==> src/rtl/mf8_lpm.sv <==
`default_nettype none
// ============================================================================
// Module   : mf8_lpm
// Purpose  : LPM-class sequencer. Fetches the program-ROM byte addressed by
//            Z, writes it to Rd, and for the Z+ form writes Z+1 to r30/r31.
// Revision : 1.0 - initial release
// ============================================================================
module mf8_lpm (
  input  logic        Clk,
  input  logic        Reset,
  input  logic        Start,
  input  logic [4:0]  Rd_Dst,
  input  logic        Post_Inc,
  input  logic [15:0] Z,
  output logic [14:0] ROM_Addr,
  output logic        ROM_Rd,
  input  logic [15:0] ROM_Data,
  output logic        Wr,
  output logic [4:0]  Wr_Addr,
  output logic [7:0]  Wr_Data,
  output logic        Busy,
  output logic        Done
);

  typedef enum logic [2:0] {
    S_IDLE  = 3'd0,
    S_FETCH = 3'd1,
    S_WAIT  = 3'd2,
    S_WR_D  = 3'd3,
    S_WR_ZL = 3'd4,
    S_WR_ZH = 3'd5,
    S_DONE  = 3'd6
  } state_t;

  localparam logic [4:0] c_ZL_IDX = 5'd30;
  localparam logic [4:0] c_ZH_IDX = 5'd31;

  state_t      r_state;
  state_t      w_next;
  logic [15:0] r_zc;
  logic [4:0]  r_dc;
  logic        r_pc;
  logic [7:0]  r_data;
  logic [14:0] r_rom_addr;
  logic [15:0] w_zi;

  // Incremented pointer wraps naturally at 16 bits; no carry out is kept.
  assign w_zi     = r_zc + 16'd1;
  assign ROM_Addr = r_rom_addr;

  // State register.
  always_ff @(posedge Clk or posedge Reset) begin
    if (Reset) r_state <= S_IDLE;
    else       r_state <= w_next;
  end

  // Capture operands on accepted Start; grab the selected ROM byte in WAIT.
  always_ff @(posedge Clk or posedge Reset) begin
    if (Reset) begin
      r_zc       <= 16'd0;
      r_dc       <= 5'd0;
      r_pc       <= 1'b0;
      r_data     <= 8'd0;
      r_rom_addr <= 15'd0;
    end else begin
      if (r_state == S_IDLE && Start) begin
        r_zc       <= Z;
        r_dc       <= Rd_Dst;
        r_pc       <= Post_Inc;
        // Loaded here so it is already valid during FETCH and then holds.
        r_rom_addr <= Z[15:1];
      end
      if (r_state == S_WAIT) begin
        r_data <= r_zc[0] ? ROM_Data[15:8] : ROM_Data[7:0];
      end
    end
  end

  // Next-state and output decode from registered state only.
  always_comb begin
    w_next  = r_state;
    ROM_Rd  = 1'b0;
    Wr      = 1'b0;
    Wr_Addr = 5'd0;
    Wr_Data = 8'd0;
    Busy    = 1'b1;
    Done    = 1'b0;
    case (r_state)
      S_IDLE: begin
        Busy = 1'b0;
        if (Start) w_next = S_FETCH;
      end
      S_FETCH: begin
        ROM_Rd = 1'b1;
        w_next = S_WAIT;
      end
      S_WAIT: begin
        w_next = S_WR_D;
      end
      S_WR_D: begin
        Wr      = 1'b1;
        Wr_Addr = r_dc;
        Wr_Data = r_data;
        w_next  = r_pc ? S_WR_ZL : S_DONE;
      end
      S_WR_ZL: begin
        Wr      = 1'b1;
        Wr_Addr = c_ZL_IDX;
        Wr_Data = w_zi[7:0];
        w_next  = S_WR_ZH;
      end
      S_WR_ZH: begin
        Wr      = 1'b1;
        Wr_Addr = c_ZH_IDX;
        Wr_Data = w_zi[15:8];
        w_next  = S_DONE;
      end
      S_DONE: begin
        Done   = 1'b1;
        w_next = S_IDLE;
      end
      default: begin
        Busy   = 1'b0;
        w_next = S_IDLE;
      end
    endcase
  end

endmodule
`default_nettype wire

==> config.mk <==
export PLATFORM = sky130hd
export DESIGN_NAME = mf8_lpm
export DESIGN_NICKNAME = d
export VERILOG_FILES = /design/src/rtl/mf8_lpm.sv
export SDC_FILE = /design/constraint.sdc
export NUM_CORES = 1
export LEC_CHECK = 0
export ABC_CLOCK_PERIOD_IN_PS = 3000
export CORE_MARGIN = 10
export CORE_UTILIZATION = 48
export CTS_CLUSTER_SIZE = 8
export DETAILED_ROUTE_END_ITERATION = 8
export MAX_ROUTING_LAYER = met4
export PLACE_DENSITY_LB_ADDON = 0.05
export SYNTH_ARGS = -nofsm -noshare
export SYNTH_HDL_FRONTEND = slang
export SYNTH_SLANG_ARGS = --single-unit
==> constraint.sdc <==
create_clock -name Clk -period 3 [get_ports Clk]
set_input_delay 0.45 -clock Clk [delete_from_list [all_inputs] [get_ports Clk]]
set_output_delay 0.45 -clock Clk [all_outputs]
set_load 0.02 [all_outputs]
# Word-level counts from Yosys, hierarchy flattened

Index checks and enable logic that the tools add are counted.

Bits in registers: 48
Bits of input ports: 41
Output and inout port bits: 32
Logic and storage cells: 28

Add/subtract/negate cells: 1
Eq/ne operators: 7
Muxes and demuxes: 10
Reduce and logical (&&, ||, !) cells: 4

Operators with widths:

| kind                                          | count |
|---|---|
| one-hot mux 8 bit (3 select lines)            | 1 |
| one-hot mux 3 bit (6 select lines)            | 1 |
| adder 16 x 1 -> 16 bit, second input constant | 1 |
| one-hot mux 5 bit (3 select lines)            | 1 |
| == test 3 bit, second input constant          | 3 |
| 2-to-1 mux 8 bit                              | 1 |
| == test 3 x 2 -> 1 bit, second input constant | 2 |
| OR reduction 6 bit                            | 1 |
| 2-to-1 mux 1 bit                              | 4 |
| == test 3 x 1 -> 1 bit, second input constant | 1 |
| zero test 3 bit                               | 1 |
| 2-to-1 mux 3 bit                              | 1 |
| OR reduction 3 bit                            | 1 |
| 2-to-1 mux 2 bit                              | 1 |
| inequality test 2 bit, second input constant  | 1 |
| logical AND 1 bit                             | 1 |

# Longest topological paths before layout

Gate-level depths: netlist of the first run.

Depth after elaboration: 3
Depth in mapped cells: 5
Mapped depth without buffers: 5

# Worst setup path after synthesis of the first run

Ideal clock, no wire load.

Kind: register to output
Start: register r_zc[1]
End: output Wr_Data[2]
Data arrival time: 1455 ps
Required time: 2550 ps
Setup slack: 1095 ps
Cell stages (with the launch flop): 6
Buffers on the path: 0
Cells stage by stage: dfrtp_1 ha_1 nand2_1 nor3_1 xnor2_1 o221ai_1

Word-level cells in the longest chain between the ends: 2

Ends and longest elaborated chain:

| element                            | RTL line | RTL |
|---|---|---|
| start: declaration                 | 40       | `logic [15:0] r_zc;` |
| start signal: assignment           | 60       | `r_zc <= 16'd0;` |
| start signal: assignment           | 67       | `r_zc <= Z;` |
| adder 16 x 1 -> 16 bit             | 48       | `assign w_zi = r_zc + 16'd1;` |
| one-hot mux 8 bit (3 select lines) | 88       | `case (r_state)` |
| end: declaration                   | 20       | `output logic [7:0] Wr_Data,` |

Every way passes these cells.

# Worst setup path after layout of the first run

Start: register r_state[2]
End: output Wr_Data[1]

Word-level cells in the longest chain between the ends: 2
Elaborated cells on any way between the ends: 4
Classes of those cells: eq/ne: 3; mux: 1

Ends and longest elaborated chain:

| element                                                 | RTL line | RTL |
|---|---|---|
| start: declaration                                      | 38       | `state_t r_state;` |
| start signal: assignment                                | 54       | `else r_state <= w_next;` |
| == test 3 bit or == test 3 x 2 -> 1 bit (tied branches) | 88       |  |
| one-hot mux 8 bit (3 select lines) *                    | 88       |  |

Mark *: on every way between the ends. The rest lies on a longest branch, timed or not.

==> impl_results.md, run 1 <==
- Status: completed
- Worst slew margin relative to its limit: 42.8%
- Crit path required time: 2550 ps
- Fraction of final layout cells with drive strength greater than 1: 10.9%
- Initial antenna violation count: 0
- Setup slack at placement: 440 ps
- Cell area after placement: 2660 um2
- Core box area: 4000 um2
- First-pass GRT wire length: 8.27 mm
- Antenna Diode Count: 0
- Number of antenna-violating nets in the routed design: 0
- Total number of vias: 1613
- Post-route clock period utilization: 92.7%
- Ordered cell list for the critical path: nor2b_1 > nand2_1 > o221ai_1 > clkdlybuf4s50_1
- Number of placement rows: 23
- Initial DRC Count: 87
- Maximum buffer depth of the clock tree: 2
- Number of remaining DRC errors: 0
- Post-layout instance area: 2770 um2
- Number of hold violations in the final report: 0
- Routed Wire Length: 5.06 mm
- Global router's overall resource usage: 14.5%
- Clock tree skew after final layout: 6.11 ps
- Origin of the worst min-delay path: r_dc[0]
- Post-DP HPWL: 3.97 mm
- Aggregate global routing overflow: 0
- Crit path max-delay family: buffers and inverters
- Count of cell types in the netlist: 35
- Maximum number of pins on one net before global-route repair: 34
- Sink count of the clock tree: 33
- Most frequent standard cell in the layout excluding fill and tap cells: clkdlybuf4s50_1
- Largest stage delay on the critical path: 670 ps
- Category of the worst setup path capture point: output port
- Warnings from Yosys: 0
- Time the worst path needs with I/O delays and setup: 2780 ps
- Slew of the pin with the lowest slew margin: 855 ps
- Gate count after technology mapping: 188
- Initial DRT Pass Iterations: 4
- Relative area change from synthesis to final layout: 39.3%
- Most frequent cells in the layout: 70 x clkdlybuf4s50_1, 33 x dfrtp_1, 16 x mux2_1
- Crit path kind: register to output port
- Final-report max-slew violation count: 0
- # IOs: 73
- Buffers plus inverters on the worst setup path: 1
- Level count of the clock H-tree: 2
- Wire per inst: 17.0 um
- Vias per cell: 5.43
- Setup violations, final: 0
- Later-pin clock latency in the skew report: 290 ps
- Maximum clock frequency: 360 MHz
- Final GP Congestion: 0.911
- Kind of start point of the critical path: register
- RSZ-0062 raised after global routing: false
- Leakage power total: 1.14 nW
- MaxCap Viol Count: 0
- Number of buffers added on ports: 72
- Clock edge transition at the registers on the reported setup and hold paths: 70 ps
- TritonCTS Buffers: 5
- CTS tree: yes
- Crit path max-delay cell type: clkdlybuf4s50_1
- Fin nets: 289
- Die area: 7110 um2
- Worst R2R Start: r_state[0]
- Smallest setup slack after layout: 219 ps
- Critical path launch point: r_state[2]
- Cell area after technology mapping: 1980 um2
- Peak supply drop: 0.593 mV
- Die Wd: 84.3 um
- FF+latch count, synth: 33
- Vias in the first global route: 1687
- Largest fanout on the critical path: 13
- Per-instance average area after synthesis: 10.6 um2
- Fraction of the yosys area taken by sequential cells: 41.6%
- Worst Path Arrival: 2330 ps
- Starting density of the core: 49.6%
- Total negative slack for setup checks: 0 ps
- Worst min-delay path class: register to register
- Post-CTS repair timing setup buffer count: 0
- Post-Syn Nets: 230
- Root buffer cell: clkbuf_8
- Power density relative to cell area: 1100 nW/um2
- Die Ht: 84.3 um
[cells by family (layout without fill, tap and decap cells)]
logic type | Yosys count | count (layout) | share of synthesized area, %
flops | 33 | 33 | 41.6
buf+inv | 28 | 87 | 8.51
xor+xnor | 14 | 14 | 6.18
mux | 28 | 28 | 15.4
simple gates | 56 | 56 | 17.3
compound gates | 28 | 28 | 10.4
fa+ha+maj | 1 | 1 | 0.630
[area by class of cell]
cell class,instances,area [um2]
Clock buffer,5,68.8
Clock inverter,2,35.0
Fill cell,289,1230
Tap cell,50,62.6
Sequential cell,33,826
Timing Repair Buffer,76,768
Inverter,4,15.0
Multi-Input combinational cell,127,990
[synthesized netlist by cell type]
cell type / instances / area [um2]
dfrtp_1: 33 / 826
mux2_1: 16 / 180
buf_4: 15 / 113
nand2_1: 13 / 48.8
nor2_1: 12 / 45.0
xnor2_1: 11 / 96.3
a21oi_1: 9 / 45.0
mux2i_1: 8 / 80.1
buf_2: 6 / 30.0
nand3_1: 6 / 30.0
nor3_1: 6 / 30.0
a21o_1: 5 / 37.5
inv_1: 4 / 15.0
mux2_2: 4 / 45.0
nor4_2: 4 / 50.1
and3_1: 3 / 18.8
nand4_1: 3 / 18.8
o221ai_1: 3 / 26.3
o221ai_2: 3 / 45.0
xor2_1: 3 / 26.3
a2bb2oi_1: 2 / 17.5
and3b_1: 2 / 17.5
clkbuf_1: 2 / 7.51
o21ai_0: 2 / 10.0
o21ai_1: 2 / 10.0
or2_2: 2 / 12.5
a211oi_1: 1 / 7.51
buf_1: 1 / 3.75
ha_1: 1 / 12.5
nand4_4: 1 / 21.3
nor2b_1: 1 / 6.26
nor3b_1: 1 / 7.51
nor3b_2: 1 / 12.5
nor4b_4: 1 / 23.8
o21a_1: 1 / 7.51
[metrics by stage]
step	instances	power, mW	util, %	hold WS [ps]
6_report	297	3.05	69.1	483
3_5_place_dp	290	2.66	66.4	472
5_1_grt	297	3.24	69.1	518
3_3_place_gp	290	2.62	66.4	464
2_1_floorplan	188	2.08	-	450
4_1_cts	297	3.08	69.0	487
[sequential cells by signal (all words and copies together), names as in the netlist]
register and flops:
r_data 8, r_zc 16, r_state 3, r_dc 5
r_pc 1
[where the power goes]
group,switching (mW),internal [mW],total [mW]
combinational,0.825,0.838,1.66
sequential,0.323,0.671,0.993
clock,0.154,0.241,0.395
total,1.30,1.75,3.05
[final timing paths]
check / depth (start not counted) / to / slack, ps
hold reg to reg: 1 / r_dc[0] / 480
hold / removal: 1 / r_dc[0] / 480
max in group asynchronous: 3 / r_zc[1] / 2160
setup reg to reg: 3 / r_zc[3] / 1150
setup / recovery: 4 / Wr_Data[1] / 220
min in group asynchronous: 3 / r_data[2] / 540
[worst register-to-register path: cells and delay by family (launching register included)]
family | cells | cell delay (ps)
multiplexers | 1 | 340
AND/OR/NAND/NOR | 1 | 640
buffers and inverters | 1 | 230
flip-flops | 1 | 530
[routing by layer]
metal	vias to the layer above	part of all wire [%]	track usage (%)
met5	-	0	-
met4	0	1.3	3.96
met3	8	6.4	5.41
met2	61	48	22.9
met1	772	45	16.8
li1	772	-	-
[repair_timing]
action,4_1_cts,5_1_grt
hold buffers,0,0
gates resized for setup,0,2
setup endpoints to repair,0,2
Power figures use the tool's default switching activity.
==> run 2, diff against run 1 <==
==> constraint.sdc (replaced) <==
create_clock -name Clk -period 3 [get_ports Clk]
set_input_delay 0.45 -clock Clk [delete_from_list [all_inputs] [get_ports Clk]]
set_output_delay 0.45 -clock Clk [all_outputs]
set_load 0.01 [all_outputs]
==> impl_results.md, run 2 (synthesis gave the netlist of run 1 again) <==
- Status: completed
- Hold-fix buffers, CTS: 0 (unchanged)
- Peak supply drop: 0.632 mV (+6.6%)
- Fraction of final layout cells with drive strength greater than 1: 10.9% (unchanged)
- Initial DRT Pass Iterations: 4 (unchanged)
- Reg-to-Reg End: r_zc[9]
- Worst Path Arrival: 2360 ps (+30 ps)
- Post-cts resize count: 0 (unchanged)
- Post-CTS repair timing setup buffer count: 0 (unchanged)
- MaxCap Viol Count: 0 (unchanged)
- CTS tree: yes
- Fin nets: 289 (unchanged)
- PnR Total Power: 2.88 mW (-5.7%)
- Top register by number of flip-flops: r_zc
- Number of placement rows: 23 (unchanged)
- Maximum number of pins on one net before global-route repair: 34 (unchanged)
- Number of antenna-violating nets in the routed design: 0 (unchanged)
- TritonCTS Buffers: 5 (unchanged)
- Global router's overall resource usage: 14.7% (+0.22 points)
- Smallest setup slack after layout: 190 ps (-29.5 ps)
- RSZ-0062 raised after global routing: false
- Post-DP HPWL: 3.95 mm (-0.45%)
- Routed Wire Length: 5.06 mm (about the same)
- Kind of start point of the critical path: register
- Time the worst path needs with I/O delays and setup: 2810 ps (+29.5 ps)
- Clock edge transition at the registers on the reported setup and hold paths: 60 ps (about the same)
- Capture point of the critical path: Wr_Data[6]
- First-pass GRT wire length: 8.42 mm (+1.8%)
- Later-pin clock latency in the skew report: 280 ps (about the same)
- Starting density of the core: 49.6% (unchanged)
- Largest registers: r_zc: 16 flops, r_data: 8 flops, r_dc: 5 flops
- Most frequent standard cell in the layout excluding fill and tap cells: clkdlybuf4s50_1
- Aggregate global routing overflow: 0 (unchanged)
- Worst R2R Start: r_state[0]
- Die area: 7110 um2 (unchanged)
- Die Ht: 84.3 um (unchanged)
- Level count of the clock H-tree: 2 (unchanged)
- Core box area: 4000 um2 (unchanged)
- Maximum buffer depth of the clock tree: 2 (unchanged)
- Final GP Congestion: 0.911 (unchanged)
- Cell area after placement: 2660 um2 (unchanged)
- Most frequent cells in the layout: 72 x clkdlybuf4s50_1, 33 x dfrtp_1, 16 x mux2_1
- Relative area change from synthesis to final layout: 39.1%
- Crit path kind: register to output port
- Total negative slack for setup checks: 0 ps (unchanged)
- Number of hold violations in the final report: 0 (unchanged)
- Number of flip-flops under the largest register name: 16 (unchanged)
- Worst-case register-to-register setup slack: 1130 ps (-20 ps)
- Power density relative to cell area: 1040 nW/um2 (-5.6%)
- Maximum clock frequency: 356 MHz (-1.1%)
- Critical path launch point: r_zc[0]
- Vias per cell: 5.40 (-0.50%)
- Post-route clock period utilization: 93.7% (+0.98 points)
- Initial DRC Count: 106 (+22%)
- Wire per inst: 17.0 um (about the same)
- Initial antenna violation count: 0 (unchanged)
- Number of cell instances on the worst register-to-register path: 3 (unchanged)
- Sink count of the clock tree: 33 (unchanged)
- Worst slew margin relative to its limit: 42.8% (+0.067 points)
- Setup violations, final: 0 (unchanged)
- Root buffer cell: clkbuf_8
- Vias in the first global route: 1673 (-0.83%)
- Number of remaining DRC errors: 0 (unchanged)
- Setup slack at placement: 513 ps (+72.8 ps)
- Crit path required time: 2550 ps (about the same)
- Worst min-delay path class: register to register
- # IOs: 73 (unchanged)
- Total number of vias: 1605 (-0.50%)
- Die Wd: 84.3 um (unchanged)
- Clock tree skew after final layout: 4.72 ps (-1.40 ps)
- Number of buffers added on ports: 72 (unchanged)
- Leakage power total: 1.11 nW (-2.8%)
- Category of the worst setup path capture point: output port
- Post-layout instance area: 2760 um2 (-0.18%)
- Antenna Diode Count: 0 (unchanged)
- Final-report max-slew violation count: 0 (unchanged)
- Slew of the pin with the lowest slew margin: 854 ps (-0.994 ps)
- Largest fanout on the critical path: 7 (-6)
## run 2: cell count changes in the layout (fill, tap and decap cells not counted)
cell             before  now
clkdlybuf4s50_1      70   72
dlymetal6s2s_1        2    0
## run 2: worst min-delay path by stage
| stage | cells after the start | slack (ps) | start | to |
|---|---|---|---|---|
| after global routing | 1 | 520 | r_dc[1] | r_dc[1] |
| after floorplan | 1 | 450 | r_dc[0] | r_dc[0] |
| after detailed placement | 1 | 470 | r_dc[0] | r_dc[0] |
| after global placement | 1 | 460 | r_dc[0] | r_dc[0] |
| after CTS | 1 | 490 | r_dc[0] | r_dc[0] |
| final | 1 | 480 | r_dc[0] | r_dc[0] |
## run 2: per-layer routing
layer	global-route usage, %	vias up	wire (um)
met4	3.20	0	49
met1	17.6	772	2280
met3	5.12	5	286
met2	23.2	62	2440
met5	-	-	0
li1	-	766	-
## run 2: final cells by class
type	count	area, um2
clock buffer	5	68.8
sequential	33	826
timing repair buffer	76	763
tap	50	62.6
multi-input combinational	127	990
inverter	4	15.0
clock inverter	2	35.0
fill	295	1240
## run 2: where the power goes
group          internal (mW)  total [mW]  switching [mW]  leakage [nW]
logic                  0.840        1.49           0.650         0.666
registers              0.671       0.993           0.323         0.386
clock network          0.241       0.393           0.152        0.0540
total                   1.75        2.88            1.12          1.11
## run 2: metrics by stage
step           util [%]  std cells  hold slack [ps]
6_report           69.0        297              483
2_1_floorplan         -        188              450
3_5_place_dp       66.4        290              472
3_3_place_gp       66.4        290              464
4_1_cts            69.0        297              487
5_1_grt            69.0        297              519
## run 2: worst max-delay path, cell delays in order, from the launching register on
cell and delay [ps]:
dfrtp_1 470, ha_1 280, nand2_1 150, nor4_2 310, xnor2_1 120, o221ai_2 170
clkdlybuf4s50_1 580
